`src/rtl/rs232_frame_port.sv`:
```
// RS-232 framed register port: 8N1 receiver, frame parser, word RAM,
// read-response transmitter with a one-deep queue, and a byte-lane output.
module rs232_frame_port #(
  parameter int CLKS_PER_BIT = 868,
  parameter int WORD_BYTES   = 4,
  parameter int ADDR_W       = 4,
  parameter int SEL_W        = 3
) (
  input  logic             clk,
  input  logic             rst,
  input  logic             rx,
  output logic             tx,
  input  logic [SEL_W-1:0] lane_sel,
  output logic [7:0]       port_out,
  output logic             frame_err,
  output logic             busy
);

  localparam int CNT_W    = $clog2(CLKS_PER_BIT);
  localparam int WORD_W   = 8 * WORD_BYTES;
  localparam int RSP_LAST = WORD_BYTES + 3;
  localparam logic [CNT_W-1:0] BIT_LAST  = CNT_W'(CLKS_PER_BIT - 1);
  localparam logic [CNT_W-1:0] HALF_LAST = CNT_W'(CLKS_PER_BIT / 2 - 1);

  typedef enum logic [1:0] {RX_IDLE, RX_START, RX_DATA, RX_STOP} rxState_t;
  typedef enum logic [2:0] {P_IDLE, P_CMD, P_DATA, P_PAD, P_ETX} pState_t;

  logic             rxSync1_q, rxSync2_q, rxPrev_q;
  rxState_t         rxState_q, rxState_d;
  logic [CNT_W-1:0] rxCnt_q, rxCnt_d;
  logic [2:0]       rxBitIdx_q, rxBitIdx_d;
  logic [7:0]       rxShift_q, rxShift_d;
  logic             rxValid_q, rxValid_d;
  logic [7:0]       rxByte_q, rxByte_d;
  logic             rxStopOk_q, rxStopOk_d;

  pState_t          pState_q, pState_d;
  logic [2:0]       byteCnt_q, byteCnt_d;
  logic [7:0]       cmd_q, cmd_d;
  logic [WORD_W-1:0] word_q, word_d;

  logic             txActive_q, txActive_d;
  logic [3:0]       txIdx_q, txIdx_d;
  logic [3:0]       txBit_q, txBit_d;
  logic [CNT_W-1:0] txCnt_q, txCnt_d;
  logic             tx_q, tx_d;
  logic [7:0]       respCmd_q, respCmd_d;
  logic [WORD_W-1:0] respWord_q, respWord_d;
  logic             pendValid_q, pendValid_d;
  logic [7:0]       pendCmd_q, pendCmd_d;
  logic [WORD_W-1:0] pendWord_q, pendWord_d;

  logic [7:0]       portOut_q, portOut_d;
  logic             frameErr_q, frameErr_d;

  logic [WORD_W-1:0] mem [2**ADDR_W];

  logic              rxBad, byteOk, accept, etxBad, dropRead, txDone;
  logic              writeAccept, readAccept;
  logic [ADDR_W-1:0] addr;
  logic [WORD_W-1:0] ramRd, laneSrc;
  logic [31:0]       laneIdx;
  logic [7:0]        laneByte, txByte;
  logic              txBitVal;

  function automatic logic [7:0] respByte(input logic [3:0] idx, input logic [7:0] cmd,
                                          input logic [WORD_W-1:0] word);
    respByte = 8'h00;
    if (idx == 4'd0) respByte = 8'h02;
    else if (idx == 4'd1) respByte = cmd;
    else if (idx == 4'(RSP_LAST)) respByte = 8'h03;
    else begin
      for (int i = 0; i < WORD_BYTES; i++)
        if (idx == 4'(i + 2)) respByte = word[8*i +: 8];
    end
  endfunction

  always_ff @(posedge clk or negedge rst) begin
    if (!rst) begin
      rxSync1_q <= 1'b1;
      rxSync2_q <= 1'b1;
      rxPrev_q  <= 1'b1;
    end else begin
      rxSync1_q <= rx;
      rxSync2_q <= rxSync1_q;
      rxPrev_q  <= rxSync2_q;
    end
  end

  // Receiver: start qualified at half a bit, then every sample lands mid-bit.
  always_comb begin
    rxState_d  = rxState_q;
    rxCnt_d    = rxCnt_q;
    rxBitIdx_d = rxBitIdx_q;
    rxShift_d  = rxShift_q;
    rxValid_d  = 1'b0;
    rxByte_d   = rxByte_q;
    rxStopOk_d = rxStopOk_q;
    case (rxState_q)
      RX_IDLE: begin
        if (!rxSync2_q && rxPrev_q) begin
          rxState_d = RX_START;
          rxCnt_d   = '0;
        end
      end
      RX_START: begin
        if (rxCnt_q == HALF_LAST) begin
          rxCnt_d    = '0;
          rxBitIdx_d = 3'd0;
          rxState_d  = rxSync2_q ? RX_IDLE : RX_DATA;
        end else rxCnt_d = rxCnt_q + CNT_W'(1);
      end
      RX_DATA: begin
        if (rxCnt_q == BIT_LAST) begin
          rxCnt_d   = '0;
          rxShift_d = {rxSync2_q, rxShift_q[7:1]};
          if (rxBitIdx_q == 3'd7) rxState_d = RX_STOP;
          else rxBitIdx_d = rxBitIdx_q + 3'd1;
        end else rxCnt_d = rxCnt_q + CNT_W'(1);
      end
      RX_STOP: begin
        if (rxCnt_q == BIT_LAST) begin
          rxState_d  = RX_IDLE;
          rxValid_d  = 1'b1;
          rxByte_d   = rxShift_q;
          rxStopOk_d = rxSync2_q;
        end else rxCnt_d = rxCnt_q + CNT_W'(1);
      end
      default: rxState_d = RX_IDLE;
    endcase
  end

  assign rxBad  = rxValid_q && !rxStopOk_q;
  assign byteOk = rxValid_q && rxStopOk_q;

  always_comb begin
    pState_d  = pState_q;
    byteCnt_d = byteCnt_q;
    cmd_d     = cmd_q;
    word_d    = word_q;
    accept    = 1'b0;
    etxBad    = 1'b0;
    if (rxBad) pState_d = P_IDLE;
    else if (byteOk) begin
      case (pState_q)
        P_IDLE: if (rxByte_q == 8'h02) pState_d = P_CMD;
        P_CMD: begin
          cmd_d     = rxByte_q;
          byteCnt_d = 3'd0;
          pState_d  = P_DATA;
        end
        P_DATA: begin
          for (int i = 0; i < WORD_BYTES; i++)
            if (byteCnt_q == 3'(i)) word_d[8*i +: 8] = rxByte_q;
          if (byteCnt_q == 3'(WORD_BYTES - 1)) pState_d = P_PAD;
          else byteCnt_d = byteCnt_q + 3'd1;
        end
        P_PAD: pState_d = P_ETX;
        P_ETX: begin
          pState_d = P_IDLE;
          if (rxByte_q == 8'h03) accept = 1'b1;
          else etxBad = 1'b1;
        end
        default: pState_d = P_IDLE;
      endcase
    end
  end

  assign addr        = cmd_q[ADDR_W-1:0];
  assign ramRd       = mem[addr];
  assign writeAccept = accept && cmd_q[7];
  assign readAccept  = accept && !cmd_q[7];
  assign laneSrc     = cmd_q[7] ? word_q : ramRd;
  assign laneIdx     = 32'(lane_sel);

  always_comb begin
    laneByte = 8'h00;
    for (int i = 0; i < WORD_BYTES; i++)
      if (laneIdx == 32'(i)) laneByte = laneSrc[8*i +: 8];
  end

  // A read arriving exactly as the previous response finishes with nothing
  // pending starts straight away, so responses stay gapless.
  always_comb begin
    txActive_d  = txActive_q;
    txIdx_d     = txIdx_q;
    txBit_d     = txBit_q;
    txCnt_d     = txCnt_q;
    respCmd_d   = respCmd_q;
    respWord_d  = respWord_q;
    pendValid_d = pendValid_q;
    pendCmd_d   = pendCmd_q;
    pendWord_d  = pendWord_q;
    dropRead    = 1'b0;
    txDone      = 1'b0;
    if (txActive_q) begin
      if (txCnt_q == BIT_LAST) begin
        txCnt_d = '0;
        if (txBit_q == 4'd9) begin
          txBit_d = 4'd0;
          if (txIdx_q == 4'(RSP_LAST)) begin
            txDone  = 1'b1;
            txIdx_d = 4'd0;
            if (pendValid_q) begin
              respCmd_d   = pendCmd_q;
              respWord_d  = pendWord_q;
              pendValid_d = 1'b0;
            end else txActive_d = 1'b0;
          end else txIdx_d = txIdx_q + 4'd1;
        end else txBit_d = txBit_q + 4'd1;
      end else txCnt_d = txCnt_q + CNT_W'(1);
    end
    if (readAccept) begin
      if (!txActive_q || (txDone && !pendValid_q)) begin
        txActive_d = 1'b1;
        txIdx_d    = 4'd0;
        txBit_d    = 4'd0;
        txCnt_d    = '0;
        respCmd_d  = cmd_q;
        respWord_d = ramRd;
      end else if (!pendValid_q) begin
        pendValid_d = 1'b1;
        pendCmd_d   = cmd_q;
        pendWord_d  = ramRd;
      end else dropRead = 1'b1;
    end
    txByte   = respByte(txIdx_d, respCmd_d, respWord_d);
    txBitVal = 1'b1;
    if (txBit_d == 4'd0) txBitVal = 1'b0;
    for (int b = 0; b < 8; b++)
      if (txBit_d == 4'(b + 1)) txBitVal = txByte[b];
    tx_d = txActive_d ? txBitVal : 1'b1;
  end

  assign portOut_d  = accept ? laneByte : portOut_q;
  assign frameErr_d = rxBad || etxBad || dropRead;

  always_ff @(posedge clk or negedge rst) begin
    if (!rst) begin
      rxState_q   <= RX_IDLE;
      rxCnt_q     <= '0;
      rxBitIdx_q  <= 3'd0;
      rxShift_q   <= 8'h00;
      rxValid_q   <= 1'b0;
      rxByte_q    <= 8'h00;
      rxStopOk_q  <= 1'b0;
      pState_q    <= P_IDLE;
      byteCnt_q   <= 3'd0;
      cmd_q       <= 8'h00;
      word_q      <= '0;
      txActive_q  <= 1'b0;
      txIdx_q     <= 4'd0;
      txBit_q     <= 4'd0;
      txCnt_q     <= '0;
      tx_q        <= 1'b1;
      respCmd_q   <= 8'h00;
      respWord_q  <= '0;
      pendValid_q <= 1'b0;
      pendCmd_q   <= 8'h00;
      pendWord_q  <= '0;
      portOut_q   <= 8'h00;
      frameErr_q  <= 1'b0;
    end else begin
      rxState_q   <= rxState_d;
      rxCnt_q     <= rxCnt_d;
      rxBitIdx_q  <= rxBitIdx_d;
      rxShift_q   <= rxShift_d;
      rxValid_q   <= rxValid_d;
      rxByte_q    <= rxByte_d;
      rxStopOk_q  <= rxStopOk_d;
      pState_q    <= pState_d;
      byteCnt_q   <= byteCnt_d;
      cmd_q       <= cmd_d;
      word_q      <= word_d;
      txActive_q  <= txActive_d;
      txIdx_q     <= txIdx_d;
      txBit_q     <= txBit_d;
      txCnt_q     <= txCnt_d;
      tx_q        <= tx_d;
      respCmd_q   <= respCmd_d;
      respWord_q  <= respWord_d;
      pendValid_q <= pendValid_d;
      pendCmd_q   <= pendCmd_d;
      pendWord_q  <= pendWord_d;
      portOut_q   <= portOut_d;
      frameErr_q  <= frameErr_d;
    end
  end

  // Register RAM is deliberately left out of reset.
  always_ff @(posedge clk) begin
    if (writeAccept) mem[addr] <= word_q;
  end

  assign tx        = tx_q;
  assign port_out  = portOut_q;
  assign frame_err = frameErr_q;
  assign busy      = (pState_q != P_IDLE) || txActive_q || pendValid_q;

endmodule

```
`config.mk`:
```
export PLATFORM = sky130hd
export DESIGN_NAME = rs232_frame_port
export DESIGN_NICKNAME = d
export VERILOG_FILES = /design/src/rtl/rs232_frame_port.sv
export SDC_FILE = /design/constraint.sdc
export NUM_CORES = 1
export LEC_CHECK = 0
export BUFFER_PORTS_ARGS = -buffer_cell sky130_fd_sc_hd__buf_2
export CAP_MARGIN = 20
export CORE_MARGIN = 8
export CORE_UTILIZATION = 65
export CTS_CLUSTER_DIAMETER = 200
export CTS_CLUSTER_SIZE = 16
export DETAILED_ROUTE_END_ITERATION = 10
export GPL_TIMING_DRIVEN = 0
export HOLD_SLACK_MARGIN = 0.06
export MAX_ROUTING_LAYER = met4
export PLACE_DENSITY = 0.87
export RECOVER_POWER = 50
export SYNTH_ARGS = -nofsm -noshare
export SYNTH_HDL_FRONTEND = slang
export SYNTH_SLANG_ARGS = --single-unit
export TNS_END_PERCENT = 20
```
`constraint.sdc`:
```
create_clock -name clk -period 9.7 [get_ports clk]
set_input_delay 1.455 -clock clk [delete_from_list [all_inputs] [get_ports clk]]
set_output_delay 1.455 -clock clk [all_outputs]
set_load 0.005 [all_outputs]
```
==> impl_metrics.json, run 1 <==
{
  "grt_pass1_wl_um": 106000,
  "initial_core_util": 0.655,
  "synth_edf_count": 512,
  "power_w": 0.00524,
  "synth_cell_type_count": 79,
  "cts_resized": 0,
  "fmax_ghz": 0.161,
  "setup_ws_ns": 3.49,
  "grt_pass1_vias": 16500,
  "skew_ns": 0.0164,
  "clock_path_buffers": 3,
  "fin_crit_ns": 6.21,
  "period_share": 0.640,
  "die_area_mm2": 0.0514,
  "final_antenna_net_count": 0,
  "port_buffers": 16,
  "cp_slowest_cell": "clkbuf_1",
  "p_per_area_mw_per_mm2": 166,
  "slew_headroom": -2.86,
  "drc": 0,
  "netlist_top_cells_area": "edfxtp_1 (53%), dfrtp_1 (16%), mux4_2 (12%)",
  "min_path_type": "reg2reg",
  "post-synth-top-count-cell": "edfxtp_1",
  "route.met2.wl_um": 34500,
  "grt-ovfl-total": 0,
  "multi_input_area_mm2": 0.00827,
  "cts_setup_buffers": 0,
  "cts_tree": "built",
  "ys_seq_area_frac": 0.700,
  "cts_hold_buffers": 0,
  "yosys-mux-area-fraction": 0.181,
  "die_h_um": 227,
  "synthTopCellsByCount": "edfxtp_1 (512), dfrtp_1 (188), mux4_2 (154)",
  "hpwl_um": 45600,
  "worstSetupPathType": "in2async",
  "violations": "capacitance limit, slew limit",
  "dp_slack_ns": 4.93,
  "io_pins": 17,
  "via_count": 16200,
  "worstPathRequired_ns": 9.01,
  "pwr-share-seq": 0.616,
  "critPathMaxStageDelay_ns": 3.96,
  "placed_cells": 2275,
  "root_buffer": "clkbuf_16",
  "wl_per_cell_um": 30.2,
  "ff2ff_setup_slack_ns": 4.87,
  "synth_area_mm2": 0.0288,
  "drt-initial-drc-count": 2457,
  "yosysWarnings": 0,
  "clkPwrFrac": 0.369,
  "coreArea_mm2": 0.0440,
  "crit_buf_inv": 1,
  "gp_congestion": 0.944,
  "timing.setup.tns_ns": 0,
  "n_fill_cell": 2504,
  "dieWidth_um": 227,
  "layout.cells.non_filler": 2356,
  "synth_fa_ha_area_frac": 0.00477,
  "grt_start_max_net_pins": 105,
  "peakVddDrop_mv": 0.110,
  "start_kind": "input pin",
  "worst_slew_pin_slew_ns": 5.79,
  "finalSetupViolCount": 0,
  "cp_top_family": "buffers and inverters",
  "path_max_fanout": 104,
  "clkSlewWorstSetupHoldPaths_ns": 0.07,
  "syn-instance-count": 1639,
  "viasPerCell": 6.86,
  "synth-compound-area-share": 0.0374,
  "netlist.area_leader.share": 0.533,
  "cts_buffers": 49,
  "ys.flop_type": "edfxtp_1",
  "ys_ff_latch": 704,
  "endpoint_kind": "asynchronous set/reset pin",
  "nNetsFinal": 1752,
  "wl_met3_um": 7290,
  "area_delta_synth_final_pct": 9.52,
  "diodes": 0,
  "comb_power_share": 0.015,
  "clkSinkCount": 704,
  "drive_gt1_frac": 0.239,
  "synthXorXnorAreaFrac": 0.00425,
  "swShare": 0.199,
  "async_flop_share": 0.273,
  "rsz0062_at_grt": "false",
  "p_sw_w": 0.00104,
  "drv_slew": 115,
  "first_pass_iters": 6,
  "utilization": 0.717,
  "outcome": "finished, violations left",
  "grt_antenna_before_repair": 0,
  "synth_fp_nets": 1656,
  "rows": 77,
  "synth_top_family_by_area": "multiplexers",
  "p_int_w": 0.00419,
  "finalHoldViolations": 0,
  "clock_latency_ns": 0.61,
  "yosys.area_share.simple": 0.0551,
  "p_leak_nw": 9.69,
  "final-seq-area_mm2": 0.0202,
  "crit_arrival_ns": 5.52,
  "syn_avg_cell_area_um2": 17.6,
  "grt_usage": 0.292,
  "maxUsedRoutingLayer": "met4",
  "h-tree-depth": 2,
  "synth_top_area_cell": "edfxtp_1",
  "m1WireLength_um": 25400,
  "drv_cap": 2,
  "cp_cell_sequence": "clkbuf_1",
  "wirelength_um": 71100
}
## cell usage in the layout, fill, tap and decap left out, types with 7 or more instances in the layout
master and n:
o22ai_1 10, buf_4 8, o31ai_1 8, mux2_2 96, and3_1 13, nor2_1 70
edfxtp_1 512, mux2i_1 68, buf_2 35, a21oi_1 35, nor2_4 12, nand3_1 23
buf_12 12, nand2_1 111, inv_1 16, o21ai_0 62, nand4_1 9, xor2_1 9
a211oi_1 7, ha_1 11, buf_1 12, a22o_1 11, clkbuf_1 66, nand2b_1 8
mux4_2 154, buf_6 23, clkbuf_16 50, nor2b_1 10, nor3_1 10, dfrtp_1 188
## final timing paths
check                           from          to  cells after the start
max reg2reg                 cmd_q[2]   mem[5][0]                      7
max in group clk            cmd_q[2]   mem[5][0]                      7
min in group asynchronous        rst   word_q[4]                      1
min reg2reg                rxSync1_q   rxSync2_q                      0
max                              rst  word_q[15]                      1
min                        rxSync1_q   rxSync2_q                      0
## through the flow
stage	hold slack, ns	instance area [um2]
6_report	0.368	31600
5_1_grt	0.369	31600
4_1_cts	0.371	31600
3_5_place_dp	0.354	30200
3_3_place_gp	0.346	29700
2_1_floorplan	0.345	28800
## sequential cells by signal, indices dropped and copies added, names as in the netlist, 3 cells and up, named ones only
signal	cells
pendWord_q	32
cmd_q	8
word_q	32
rxCnt_q	10
port_out	8
pendCmd_q	8
rxShift_q	8
txBit_q	4
respCmd_q	8
respWord_q	32
rxBitIdx_q	3
txIdx_q	4
txCnt_q	10
rxByte_q	8
mem	512
byteCnt_q	3
pState_q	3
## power groups by stage
stage | clock (W) | combinational, W | sequential [W]
6_report | 0.00193 | 0.0000768 | 0.00323
5_1_grt | 0.00205 | 0.0000872 | 0.00323
4_1_cts | 0.00195 | 0.0000766 | 0.00323
3_5_place_dp | 0 | 0.0000763 | 0.00329
3_3_place_gp | 0 | 0.0000696 | 0.00329
2_1_floorplan | 0 | 0.0000439 | 0.00329
## cells by family after synthesis
family,Yosys count
AOI/OAI and AO/OA,171
xor gates and xnor gates,14
adders and majority gates,11
buffers and inverters,100
DFF,704
muxes,318
and+or+nand+nor,321
## per-layer routing
layer  up-vias  track usage
met5         -            -
met2      1030        0.455
met1      8275        0.372
met3       237       0.0623
met4         0        0.134
li1       6621            -
## final cells by class
cell class / count / area share
sequential: 704 / 0.639
timing repair buffer: 45 / 0.0164
clock buffer: 79 / 0.0431
buffer: 83 / 0.0136
clock inverter: 1 / 0.000515
multi-input combinational: 835 / 0.262
tap: 592 / 0.0235
inverter: 17 / 0.00202
Power figures use the tool's default switching activity.
==> run 2, diff against run 1 <==
--- a/config.mk
+++ b/config.mk
@@ -8,14 +8,14 @@
 export BUFFER_PORTS_ARGS = -buffer_cell sky130_fd_sc_hd__buf_2
 export CAP_MARGIN = 20
 export CORE_MARGIN = 8
-export CORE_UTILIZATION = 65
+export CORE_UTILIZATION = 57
 export CTS_CLUSTER_DIAMETER = 200
 export CTS_CLUSTER_SIZE = 16
 export DETAILED_ROUTE_END_ITERATION = 10
 export GPL_TIMING_DRIVEN = 0
 export HOLD_SLACK_MARGIN = 0.06
 export MAX_ROUTING_LAYER = met4
-export PLACE_DENSITY = 0.87
+export PLACE_DENSITY = 0.82
 export RECOVER_POWER = 50
 export SYNTH_ARGS = -nofsm -noshare
 export SYNTH_HDL_FRONTEND = slang
==> constraint.sdc (replaced) <==
create_clock -name clk -period 5.2 [get_ports clk]
set_input_delay 0.78 -clock clk [delete_from_list [all_inputs] [get_ports clk]]
set_output_delay 0.78 -clock clk [all_outputs]
set_load 0.005 [all_outputs]
==> run 2 against run 1 <==
The run still ends with capacitance limit, slew limit left. Utilization down 8.3 points. Power up 87%. Critical path type is now reg2reg. Highest routed layer unchanged. Worst hold slack worse by 0.11 ns. Clock-buffer cell count up 10. Critical endpoint is now port_out[6]. Clock power up 89%. Global-route usage down 3.3 points. Largest power group unchanged.
==> impl_metrics.json, run 2 (same netlist as run 1, synthesis figures left out) <==
{
  "rsz0062_at_grt": "false",
  "hpwl_um": 45000,
  "io_pins": 17,
  "peakVddDrop_mv": 0.257,
  "p_leak_nw": 9.72,
  "regMostFlops": "mem",
  "cts_resized": 0,
  "cts_hold_buffers": 0,
  "crit_arrival_ns": 5.45,
  "drv_cap": 1,
  "drive_gt1_frac": 0.239,
  "cts_buffers": 49,
  "dp_slack_ns": 0.387,
  "worstPathRequired_ns": 5.69,
  "endpoint_kind": "register",
  "placed_cells": 2356,
  "layout.cells.non_filler": 2450,
  "clkSinkCount": 704,
  "power_w": 0.00981,
  "multi_input_area_mm2": 0.00827,
  "slew_headroom": -1.83,
  "die_h_um": 241,
  "grt_antenna_before_repair": 1,
  "cp_slowest_cell": "o21ai_0",
  "rows": 82,
  "finalSetupViolCount": 0,
  "cp_cell_sequence": "buf_2, buf_2, clkbuf_1, clkbuf_1, mux4_2, mux2_2, o21ai_0, o21ai_0, a21oi_1, nor3_1, a31oi_1, o21ai_0",
  "grt_pass1_wl_um": 106000,
  "root_buffer": "clkbuf_16",
  "start_kind": "register",
  "drv_slew": 92,
  "cts_setup_buffers": 0,
  "fin_crit_ns": 4.95,
  "via_count": 16300,
  "worstSetupPathType": "reg2reg",
  "final_antenna_net_count": 0,
  "nNetsFinal": 1753,
  "coreArea_mm2": 0.0501,
  "utilization": 0.634,
  "outcome": "finished, violations left",
  "min_path_type": "in2reg",
  "grt_usage": 0.259,
  "wl_per_cell_um": 29.5,
  "worst_slew_pin_slew_ns": 4.25,
  "clock_latency_ns": 0.63,
  "h-tree-depth": 2,
  "final_cell_mix": "edfxtp_1 (512), dfrtp_1 (188), mux4_2 (154)",
  "grt-ovfl-total": 0,
  "area_delta_synth_final_pct": 10.1,
  "fmax_ghz": 0.202,
  "violations": "capacitance limit, slew limit",
  "holdWs_ns": 0.258,
  "clkSlewWorstSetupHoldPaths_ns": 0.08,
  "largest_reg_flops": 512,
  "gp_congestion": 0.911,
  "viasPerCell": 6.64,
  "final-seq-area_mm2": 0.0202,
  "die_area_mm2": 0.0580,
  "p_per_area_mw_per_mm2": 309,
  "wirelength_um": 72300,
  "port_buffers": 16,
  "crit_top_cell": "o21ai_0",
  "grt_pass1_vias": 16400,
  "final_common_cell": "edfxtp_1",
  "path_max_fanout": 10,
  "setup_ws_ns": 0.249,
  "clock_path_buffers": 3,
  "first_pass_iters": 5,
  "critPathMaxStageDelay_ns": 0.73,
  "cts_tree": "built",
  "finalHoldViolations": 0,
  "grt_start_max_net_pins": 102,
  "n_fill_cell": 3352,
  "drc": 0,
  "drt-initial-drc-count": 2216,
  "skew_ns": 0.0271,
  "dieWidth_um": 241,
  "period_share": 0.952,
  "initial_core_util": 0.576
}
## run 2: layout make-up
class,instances,share of cell area
sequential,704,0.636
multi-input combinational,835,0.261
clock buffer,89,0.0433
tap,672,0.0265
timing repair buffer,46,0.0171
buffer,83,0.0135
inverter,17,0.00201
clock inverter,3,0.00118
antenna,1,0.0000788
## run 2: worst max-delay path: cells and delay by family (launching register included)
family	cells	cell delay [ns]
AND/OR/NAND/NOR	1	0.08
multiplexers	2	0.70
AO/OA/AOI/OAI	5	1.84
flip-flops	1	0.34
buffers and inverters	4	1.85
## run 2: worst paths after layout
kind | startpoint | endpoint | slack [ns] | depth (start not counted)
worst max-delay path | cmd_q[1] | port_out[6] | 0.25 | 12
worst min-delay path | rx | rxSync1_q | 0.26 | 1
worst max register to register | cmd_q[1] | port_out[6] | 0.25 | 12
worst min register to register | rxSync1_q | rxSync2_q | 0.36 | 0
max in group asynchronous | rst | txCnt_q[1] | 1.02 | 1
min in group asynchronous | rst | word_q[3] | 1.80 | 1
## run 2: through the flow
step | area [um2] | TNS (ns)
floorplan | 28800 | 0
global placement | 29800 | -927.20
detailed placement | 30300 | 0
CTS | 31700 | 0
global route | 31800 | 0
finish | 31800 | 0
## run 2: report_power, final
group	total, W	switching [W]	internal [W]
registers	0.00602	0.0000342	0.00599
logic	0.000148	0.0000972	0.0000509
clock network	0.00364	0.00184	0.00180
total	0.00981	0.00198	0.00784
## run 2: per-layer routing
metal / part of all wire / global-route usage / vias to the layer above
met1: 0.36 / 0.322 / 8375
met4: 0.061 / 0.130 / 0
met2: 0.48 / 0.405 / 976
li1: - / - / 6640
met5: 0 / - / -
met3: 0.10 / 0.0557 / 265
